$ cat config.mk
export PLATFORM = sky130hd
export DESIGN_NAME = fetch_pc
export DESIGN_NICKNAME = d
export VERILOG_FILES = /design/src/rtl/fetch_pc.sv
export SDC_FILE = /design/constraint.sdc
export NUM_CORES = 1
export LEC_CHECK = 0
export CAP_MARGIN = 15
export CELL_PAD_IN_SITES_DETAIL_PLACEMENT = 1
export CELL_PAD_IN_SITES_GLOBAL_PLACEMENT = 1
export CORE_MARGIN = 5
export CORE_UTILIZATION = 32
export CTS_CLUSTER_SIZE = 10
export DETAILED_ROUTE_END_ITERATION = 16
export GPL_ROUTABILITY_DRIVEN = 0
export PLACE_DENSITY_LB_ADDON = 0.1
export SYNTH_ARGS = -nofsm -noshare
export SYNTH_HDL_FRONTEND = slang
export SYNTH_SLANG_ARGS = --single-unit
$ cat constraint.sdc
create_clock -name clk -period 2.3 [get_ports clk]
set_input_delay 0.23 -clock clk [delete_from_list [all_inputs] [get_ports clk]]
set_output_delay 0.23 -clock clk [all_outputs]
set_load 0.01 [all_outputs]
$ cat src/rtl/fetch_pc.sv
// Program counter and fetch stage in front of a combinational program ROM.
// Captures each fetched word into an IR; handles branches with one-slot squash, stall and halt.
module fetch_pc #(
    parameter int unsigned p_size = 6,
    parameter int unsigned i_size = 24
) (
    input  logic              clk,
    input  logic              reset,
    output logic [p_size-1:0] address,
    input  logic [i_size-1:0] instr,
    input  logic              stall,
    input  logic              branch_abs,
    input  logic              branch_rel,
    input  logic [p_size-1:0] branch_target,
    input  logic [p_size-1:0] branch_offset,
    input  logic              halt,
    input  logic              resume,
    output logic [i_size-1:0] ir,
    output logic              ir_valid,
    output logic [p_size-1:0] pc_of_ir,
    output logic              halted
);

    typedef enum logic [0:0] {StRun, StHalted} state_e;

    state_e r_state;
    state_e w_state_next;

    logic [p_size-1:0] r_pc;
    logic [p_size-1:0] r_pc_of_ir;
    logic [i_size-1:0] r_ir;
    logic              r_ir_valid;

    logic [p_size-1:0] w_pc_next;
    logic [p_size-1:0] w_pc_of_ir_next;
    logic [i_size-1:0] w_ir_next;
    logic              w_ir_valid_next;

    // Branches only count when the IR holds a live instruction that could have issued them.
    logic w_take_abs;
    logic w_take_rel;
    assign w_take_abs = branch_abs & r_ir_valid;
    assign w_take_rel = branch_rel & r_ir_valid;

    always_ff @(posedge clk or posedge reset) begin
        if (reset) begin
            r_state <= StRun;
        end else begin
            r_state <= w_state_next;
        end
    end

    always_comb begin
        w_state_next = r_state;
        unique case (r_state)
            StRun:    if (halt) w_state_next = StHalted;
            StHalted: if (resume) w_state_next = StRun;
            default:  w_state_next = StRun;
        endcase
    end

    always_comb begin
        w_pc_next       = r_pc;
        w_pc_of_ir_next = r_pc_of_ir;
        w_ir_next       = r_ir;
        w_ir_valid_next = r_ir_valid;
        unique case (r_state)
            StRun: begin
                if (halt) begin
                    w_ir_valid_next = 1'b0;
                end else if (w_take_abs) begin
                    w_pc_next       = branch_target;
                    w_ir_valid_next = 1'b0;
                end else if (w_take_rel) begin
                    // Wraps modulo the ROM depth; offset is two's complement on p_size bits.
                    w_pc_next       = r_pc_of_ir + branch_offset;
                    w_ir_valid_next = 1'b0;
                end else if (!stall) begin
                    w_ir_next       = instr;
                    w_pc_of_ir_next = r_pc;
                    w_ir_valid_next = 1'b1;
                    w_pc_next       = r_pc + {{(p_size - 1){1'b0}}, 1'b1};
                end
            end
            StHalted: begin
                w_ir_valid_next = 1'b0;
            end
            default: begin
                w_ir_valid_next = 1'b0;
            end
        endcase
    end

    always_ff @(posedge clk or posedge reset) begin
        if (reset) begin
            r_pc       <= '0;
            r_pc_of_ir <= '0;
            r_ir       <= '0;
            r_ir_valid <= 1'b0;
        end else begin
            r_pc       <= w_pc_next;
            r_pc_of_ir <= w_pc_of_ir_next;
            r_ir       <= w_ir_next;
            r_ir_valid <= w_ir_valid_next;
        end
    end

    assign address  = r_pc;
    assign ir       = r_ir;
    assign ir_valid = r_ir_valid;
    assign pc_of_ir = r_pc_of_ir;
    assign halted   = (r_state == StHalted);

endmodule

==> results of run 1 <==
-- state kept, by name, summed over array words and instances (netlist names) --
signal and cells:
address 6, halted 1, ir 24, ir_valid 1
pc_of_ir 6
-- logic make-up (layout without fill, tap and decap cells) --
kind of cell / after synthesis / count (layout) / share of synthesized area, %
DFF: 38 / 38 / 51.2
AOI/OAI and AO/OA: 30 / 30 / 11.6
muxes: 30 / 30 / 18.2
and+or+nand+nor: 29 / 29 / 7.88
buffers and inverters: 11 / 98 / 3.70
adders and majority gates: 7 / 7 / 5.12
xor gates and xnor gates: 5 / 5 / 2.36
-- worst max-delay path, cell delays in order --
cell	delay, ps
sky130_fd_sc_hd__clkdlybuf4s50_1	460
sky130_fd_sc_hd__ha_1	180
sky130_fd_sc_hd__inv_1	60
sky130_fd_sc_hd__fa_1	380
sky130_fd_sc_hd__nand2b_1	190
sky130_fd_sc_hd__a21oi_2	140
sky130_fd_sc_hd__xnor2_1	70
sky130_fd_sc_hd__or3_1	300
sky130_fd_sc_hd__a31oi_1	180
-- layout by cell type, fill, tap and decap left out, drive strengths merged, types with 2 or more instances in the layout --
cell and n:
mux2 30, clkbuf 6, o21ai 8, nor2 12, a31oi 2, nand2b 3
a32oi 2, clkdlybuf4s50 80, xnor2 4, buf 4, ha 6, dfrtp 38
a21oi 8, nand2 5, inv 6, nand3 4, a21boi 2
-- where the power goes --
group	total [mW]	switching, mW	internal [mW]
Combinational	1.31	0.538	0.776
Clock	0.486	0.245	0.241
Sequential	1.12	0.209	0.906
-- metrics by stage --
step           utilization, %  cell area [um2]  cells
2_1_floorplan               -             1860    150
3_3_place_gp             49.2             2750    301
3_5_place_dp             49.2             2750    301
4_1_cts                  51.0             2840    309
5_1_grt                  51.0             2840    309
6_report                 51.0             2840    309
-- final cells by class --
type / instances / area, um2 / share of cell area [%]
clock buffers: 6 / 82.6 / 2.91
inverters: 6 / 22.5 / 0.793
repair buffers: 84 / 843 / 29.7
clock inverters: 2 / 12.5 / 0.441
flip-flops and latches: 38 / 951 / 33.5
multi-input cells: 101 / 838 / 29.5
well taps: 72 / 90.1 / 3.17
-- how the worst max path moves through the flow --
stage	start	endpoint	slack, ps	cells after the start
after floorplan	pc_of_ir[0]$_DFFE_PP0P_	address[4]$_DFFE_PP0P_	440	8
after global placement	branch_offset[0]	address[4]$_DFFE_PP0P_	80	9
after detailed placement	branch_offset[0]	address[4]$_DFFE_PP0P_	20	9
after CTS	pc_of_ir[0]$_DFFE_PP0P_	address[4]$_DFFE_PP0P_	310	8
after global routing	pc_of_ir[0]$_DFFE_PP0P_	address[4]$_DFFE_PP0P_	220	8
final	branch_offset[0]	address[4]$_DFFE_PP0P_	320	9
-- routing by layer --
layer	routed length, um	share of wire, %	global-route usage, %	vias to the layer above
met3	349	6.6	4.66	8
met1	2100	39	16.7	750
met2	2790	52	26.3	47
met5	0	0	0	-
li1	-	-	-	705
met4	89	1.7	5.81	0
==> results_dict.tcl, run 1 <==
set metrics [dict create \
    result_of_the_run "finished, final reports clean" \
    cts_max_path_buffers 2 \
    grt_pass1_wl_um 8610 \
    place.port_buffers 80 \
    route.vias.total 1510 \
    vdd_drop_max_v 0.000493 \
    r2r_slack_ps 330 \
    drt-wirelength-per-cell_um 17.2 \
    classification_of_the_worst_slack_hold_path "primary input to asynchronous set/reset pin" \
    dp_hpwl_um 4100 \
    share_of_the_yosys_chip_area_belonging_to_registers_pct 51.2 \
    dominant_cell_by_count_in_the_synthesized_netlist "sky130_fd_sc_hd__dfrtp_1" \
    synth.top_cells.by_area "sky130_fd_sc_hd__dfrtp_1 51%, sky130_fd_sc_hd__mux2_1 17%, sky130_fd_sc_hd__ha_1 4.0%" \
    post_route_cells_drive_above_1_share_pct 8.86 \
    antenna-diode-count 0 \
    initial_core_util_pct 33.3 \
    setup_ws_ps 319 \
    timing.critical_path.fanout_max 2 \
    worst-slew-pin-transition_ps 420 \
    tritoncts "built" \
    cts_inserted_buffers 5 \
    totalPowerFinal_mw 2.92 \
    timing.rr.start "pc_of_ir[0]$_DFFE_PP0P_" \
    clock_latency_ps 290 \
    ys_warn_count 0 \
    route.antenna.remaining_nets 0 \
    timing_max_transition_violations_final 0 \
    path_clk_slew_ps 80 \
    die_area_mm2 0.00743 \
    fillerInstances 603 \
    finalWorstPathRequiredPeriod_ps 1980 \
    final-setup-viol-count 0 \
    numClockSinks 38 \
    post_synth_inst_count 150 \
    cp.arrival_ps 2190 \
    synth_edf_count 0 \
    final.setup.tns_ps 0 \
    synthToLayoutAreaGrowth_pct 52.9 \
    drcViolationCount 0 \
    ys_async_sr_fraction_pct 100 \
    global_route.overflow_total 0 \
    cts-root-buf "sky130_fd_sc_hd__clkbuf_8" \
    core_area_mm2 0.00557 \
    routed_wire_length_um 5330 \
    worst_clock_skew_ps 3.01 \
    power.density_cell_area_mw_per_mm2 1030 \
    ys_ff_latch 38 \
    number_of_global_route_vias_before_repair 1766 \
    worst_setup_path_end_kind "register" \
    mappedNetlistArea_mm2 0.00186 \
    synth_area_leader_cell "sky130_fd_sc_hd__dfrtp_1" \
    yosys_most_used_dff "sky130_fd_sc_hd__dfrtp_1" \
    r2r.worst_path.cells 8 \
    detailedPlace.worstSlack_ps 23.0 \
    ios 81 \
    die_h_um 86.2 \
    cts_max_level 2 \
    power.leakage_nw 1.13 \
    first_pass_iters 4 \
    cts_repair_resize_count 0 \
    post-route-period-util_pct 86.1 \
    synth_fp_nets 200 \
    post_cts.repair.setup_buffers 0 \
    timing.final.hold_violations 0 \
    max_cap_viols 0 \
    grt.total_usage_pct 14.9 \
    route.detailed.vias_per_inst 4.89 \
    worstReg2RegEnd "address[4]$_DFFE_PP0P_" \
    grt_setup_unrepaired "no" \
    die_width_um 86.2 \
    initial_antenna_violation_count 0 \
    starting_drt_drc_count 48 \
    post-synth-top-area-fraction_pct 51.2 \
    hold-worst-slack_ps 277 \
    synth.cells.most_frequent "38 x sky130_fd_sc_hd__dfrtp_1, 28 x sky130_fd_sc_hd__mux2_1, 10 x sky130_fd_sc_hd__nor2_1" \
    synth.lib_cells_used.distinct 39 \
    path_class "primary input to register" \
    fp-row-count 27 \
    grt_start_max_net_pins 32 \
    clock.fmax_ghz 0.505 \
    crit_path_start_kind "primary input" \
    nNetsFinal 286 \
    worst_ep_required_time_ps 2510 \
    syn_avg_cell_area_um2 12.4 \
    timing.max_slew.rel_slack_pct 71.8 \
    ctsHoldBuffers 0 \
]
Note: power is estimated with default switching activity, not from simulation.
==> run 2, diff against run 1 <==
- CAP_MARGIN: 15 -> not set
==> results of run 2 <==
The final DEF is identical to that of run 1; final timing and power are the same.
==> variant 1: new RTL, settings of run 2 <==
Make the reset (`reset`) synchronous in 2 clocked blocks.
--- a/src/rtl/fetch_pc.sv
+++ b/src/rtl/fetch_pc.sv
@@ -42,7 +42,7 @@
     assign w_take_abs = branch_abs & r_ir_valid;
     assign w_take_rel = branch_rel & r_ir_valid;
 
-    always_ff @(posedge clk or posedge reset) begin
+    always_ff @(posedge clk) begin
         if (reset) begin
             r_state <= StRun;
         end else begin
@@ -91,7 +91,7 @@
         endcase
     end
 
-    always_ff @(posedge clk or posedge reset) begin
+    always_ff @(posedge clk) begin
         if (reset) begin
             r_pc       <= '0;
             r_pc_of_ir <= '0;
Check against the original RTL: differs if reset is asserted again (counterexample within 4 cycles, from zero or initial values and one cycle with reset high); with reset held inactive, the same outputs for 4 cycles.
==> variant 1 against run 2 <==
Area after synthesis is 6.5% lower. Final area fell by 3.7%. Routed wire length up 6.6%. Final cell count is 19% higher. Synthesized cell count is 45% higher. Clock skew grew 0.00071 ns. Worst setup slack improved by 0.094 ns. Sequential cell count unchanged. Core utilization grew 1.6 points. Register-to-register slack improved by 0.11 ns.
Power is not compared: it rests on default switching activity, and its combinational part moved more than twofold at a synthesized area within 25%.
==> variant 1: results (changes against run 2) <==
- Share of layout cells above drive strength 1: 7.07% (-1.8 points)
- Post-DR vias/cell: 4.87 (-0.36%)
- Yosys cell types: 36 (-7.7%)
- Drt pass-1 iters: 3 (-1)
- Buffers, non-clock: 85 (+1.2%)
- First-pass GRT wire length: 9120 µm (+5.9%)
- DRT Wirelength: 5680 µm (+6.6%)
- Worst rel slew slack: 58.8% (-13 points)
- Post-Synthesis Net Count: 268 (+34%)
- R2R Setup Slk: 0.44 ns (+0.11 ns)
- Final Net Count: 347 (+21%)
- Detailed-routing wirelength on met1: 2470 µm (+18%)
- Fillers: 631 (+4.6%)
- Seq cells: 38 (unchanged)
- Worst-case clock skew: 0.00372 ns (+0.000705 ns)
- Met2 WL post-DR: 2680 µm (-4.1%)
- Fraction of area in registers: 27.8% (-5.7 points)
- Outcome: complete, no violations
- Area Growth Syn to Fin: 57.5%
- Critical path arrival: 2.08 ns (-0.11 ns)
- Standard-cell rows: 26 (-3.7%)
- Buffering overhead: 31.6% (+1.9 points)
- Metal3 WL: 487 µm (+40%)
- Layout clock area frac: 4.12% (+0.77 points)
- Worst r2r dst: address[4]$_SDFFE_PP0P_
- Ys async rst share: 0% (-100 points)
- Vias in the first global route: 1788 (+1.2%)
- Largest net degree at the start of global routing: 26 (-19%)
-- variant 1: cell count changes in the layout (fill, tap and decap cells not counted), sizes merged, moves of 30 or more --
cell	run 2	this run
nand2	5	68
dfrtp	38	0
dfxtp	0	38
a21oi	8	39
mux2	30	0
-- variant 1: kinds of logic after synthesis --
group | count (synthesis) | synth area share [%]
AOI/OAI and AO/OA | 58 | 20.4
xor gates and xnor gates | 7 | 3.53
adders and majority gates | 7 | 5.47
buffers and inverters | 17 | 4.61
DFF | 38 | 43.8
muxes | 1 | 0.576
and+or+nand+nor | 90 | 21.6
-- variant 1: stage by stage --
| step | cell area, µm² | instances | worst slack [ns] | util, % | total power, mW |
|---|---|---|---|---|---|
| after global placement | 2620 | 360 | 0.163 | 50.4 | 1.02 |
| after global routing | 2740 | 367 | 0.313 | 52.6 | 1.66 |
| after floorplan | 1740 | 218 | 0.551 | - | 0.847 |
| after detailed placement | 2620 | 360 | 0.107 | 50.4 | 1.03 |
| after CTS | 2740 | 367 | 0.410 | 52.6 | 1.61 |
| final | 2740 | 367 | 0.413 | 52.6 | 1.59 |
-- variant 1: worst max-delay path, delay by kind of cell --
family | cells | cell delay (ns)
buffers and inverters | 2 | 0.53
XOR/XNOR | 1 | 0.15
AND/OR/NAND/NOR | 1 | 0.16
AO/OA/AOI/OAI | 3 | 0.44
adder cells (fa/ha/maj) | 2 | 0.57
-- variant 1: report_power, final --
group	total [mW]	internal (mW)	switching, mW
clock network	0.579	0.347	0.232
registers	0.717	0.688	0.0284
logic	0.291	0.167	0.123
-- variant 1: metal layers --
layer / vias up / GRT usage, %
met5: - / 0
met4: 0 / 3.51
met3: 6 / 6.42
met2: 50 / 26.2
met1: 844 / 19.8
li1: 887 / -
==> variant 2: new RTL, config.mk and constraints of run 2 <==
Without the edit above. `i_size`: 24 -> 36.
--- a/src/rtl/fetch_pc.sv
+++ b/src/rtl/fetch_pc.sv
@@ -2,7 +2,7 @@
 // Captures each fetched word into an IR; handles branches with one-slot squash, stall and halt.
 module fetch_pc #(
     parameter int unsigned p_size = 6,
-    parameter int unsigned i_size = 24
+    parameter int unsigned i_size = 36
 ) (
     input  logic              clk,
     input  logic              reset,
Interface: changed (resized instr and ir); port bits go from 81 to 105. No check against the original RTL was run, so the function may have changed too.
==> variant 2 against run 2 <==
Total power is 24% higher. Global-route usage is 0.63 points lower. Final area is 25% higher. Area after synthesis is 22% higher. Worst setup slack better by 0.26 ns. Routed wire length is 16% higher. Sequential cell count is 12 higher. Sequential share of layout area is 1.8 points higher. Critical path type is now register to register. Critical endpoint is now ir[1]$_DFFE_PP0P_. Largest cell class unchanged.
==> variant 2: results (changes against run 2) <==
- HP Class: primary input to asynchronous set/reset pin
- Drt pass-1 iters: 2 (-2)
- CTS Buf Count: 5 (unchanged)
- Aggregate global-route resource usage: 14.3% (-0.63 points)
- P_leak: 1.44 nW (+27%)
- CTS Buffer Depth: 2 (unchanged)
- Max incr delay on CP: 0.48 ns (+0.02 ns)
- Vias in the first global route: 1966 (+11%)
- Post-CTS setup buffer count: 0 (unchanged)
- R2R Setup Slk: 0.58 ns (+0.25 ns)
- Setup_tns: 0 ns (unchanged)
- Final Net Count: 347 (+21%)
- First-pass GRT wire length: 9820 µm (+14%)
- Max reg flops: 36 (+50%)
- Crit Path Category: register to register
- Ys async rst share: 100% (unchanged)
- DRT Wirelength: 6170 µm (+16%)
- Antenna violations before repair: 0 (unchanged)
- Post-synthesis sequential area ratio: 55.1% (+3.9 points)
- Worst-case clock skew: 0.00520 ns (+0.00219 ns)
- Worst r2r dst: ir[1]$_DFFE_PP0P_
- Slew @ Worst Pin: 0.431 ns (+0.0110 ns)
- Clock slew at reported path FFs: 0.09 ns
- Yosys warning total: 0 (unchanged)
- Initial DRC Count: 27 (-44%)
- IO buf count: 104 (+30%)
- VDD IR-drop max: 0.360 mV (-27%)
- Diodes inserted: 0 (unchanged)
- Post_cts resized: 0 (unchanged)
- Cell depth of the worst flop-to-flop path: 4 (-4)
- Largest cells by area after synthesis: dfrtp_1 (55%), mux2_2 (19%), ha_1 (3.3%)
- Most instantiated cells after synthesis: dfrtp_1 (50), mux2_2 (38), o21ai_0 (10), a21oi_1 (9), nand2_1 (9)
- Crit start category: register
- Yosys cell types: 31 (-21%)
- Vias: 1764 (+17%)
- Critical path arrival: 1.91 ns (-0.28 ns)
- Post-Synthesis Net Count: 235 (+18%)
- Outcome: complete, no violations
- Largest net degree at the start of global routing: 51 (+59%)
- CP max stage cell: dfrtp_1
- Hpwl dp: 4730 µm (+15%)
- CTS root buf: clkbuf_8
- Reg-to-reg startpoint: ir_valid$_DFFE_PP0P_
- Sw Pwr: 1.13 mW (+14%)
- Crit Path Max Fanout: 28 (+26)
- Cell family with the largest share of critical-path delay: flip-flops
- Worst-Skew Late Latency: 0.30 ns
- Share of layout cells above drive strength 1: 18.5% (+9.7 points)
- H-tree Lvls: 2 (unchanged)
[variant 2: changes by cell type in the layout (fill, tap and decap cells not counted), sizes merged, moves of 2 or more]
cell	run 2	this run
o21ai	8	10
a21o	0	2
nand2	5	9
a31oi	2	0
dfrtp	38	50
nand2b	3	0
nor2	12	5
o22ai	0	2
mux2	30	41
a32oi	2	0
clkdlybuf4s50	80	104
[variant 2: worst reg2reg max path, cell delays in order (launching register included)]
cell     delay [ns]
dfrtp_1        0.48
o21a_4         0.19
nor4_4         0.16
buf_4          0.39
mux2_2         0.40
[variant 2: power by group through the flow]
stage               sequential, mW  combinational [mW]  clock, mW
global route                  1.47                1.73      0.684
CTS                           1.42                1.61      0.648
detailed placement            1.44                1.61          0
floorplan                     1.54               0.585          0
global placement              1.43                1.58          0
finish                        1.42                1.58      0.621
[variant 2: kinds of logic (layout without fill, tap and decap cells)]
family	Yosys count	in the layout	share of synthesized area, %
simple gates	27	27	6.50
xor+xnor	5	5	1.93
flops	50	50	55.1
compound gates	32	32	8.82
fa+ha+maj	7	7	4.19
mux	41	41	20.3
buf+inv	11	124	3.14
[variant 2: worst min path at each step]
| stage | depth (start not counted) | slack (ns) | from | to |
|---|---|---|---|---|
| global placement | 1 | 0.47 | ir[30]$_DFFE_PP0P_ | ir[30]$_DFFE_PP0P_ |
| detailed placement | 1 | 0.48 | ir[29]$_DFFE_PP0P_ | ir[29]$_DFFE_PP0P_ |
| finish | 3 | 0.28 | reset | ir[1]$_DFFE_PP0P_ |
| global route | 3 | 0.30 | reset | ir[1]$_DFFE_PP0P_ |
| floorplan | 1 | 0.32 | stall | ir_valid$_DFFE_PP0P_ |
| CTS | 3 | 0.29 | reset | ir[1]$_DFFE_PP0P_ |
[variant 2: per-stage QoR]
stage	hold slack, ns	cell area [µm²]	setup WS, ns	cells	util [%]
after floorplan	0.318	2270	0.581	173	-
after global placement	0.469	3440	0.304	374	50.0
after detailed placement	0.476	3440	0.258	374	50.0
after CTS	0.290	3550	0.558	382	51.6
after global routing	0.297	3550	0.415	382	51.6
final	0.281	3550	0.579	382	51.6
[variant 2: per-layer routing]
metal,track usage (%),vias up,routed length [µm]
li1,-,840,-
met1,17.9,862,2600
met2,23.0,58,3010
met3,5.93,4,504
met4,2.89,0,49
met5,0,-,0
[variant 2: layout make-up]
| cell class | instances | area (µm²) |
|---|---|---|
| fill | 751 | 3320 |
| timing repair buffer | 109 | 1090 |
| tap | 96 | 120 |
| inverter | 7 | 26.3 |
| multi-input combinational | 112 | 948 |
| clock inverter | 2 | 37.5 |
| clock buffer | 6 | 72.6 |
| sequential | 50 | 1250 |
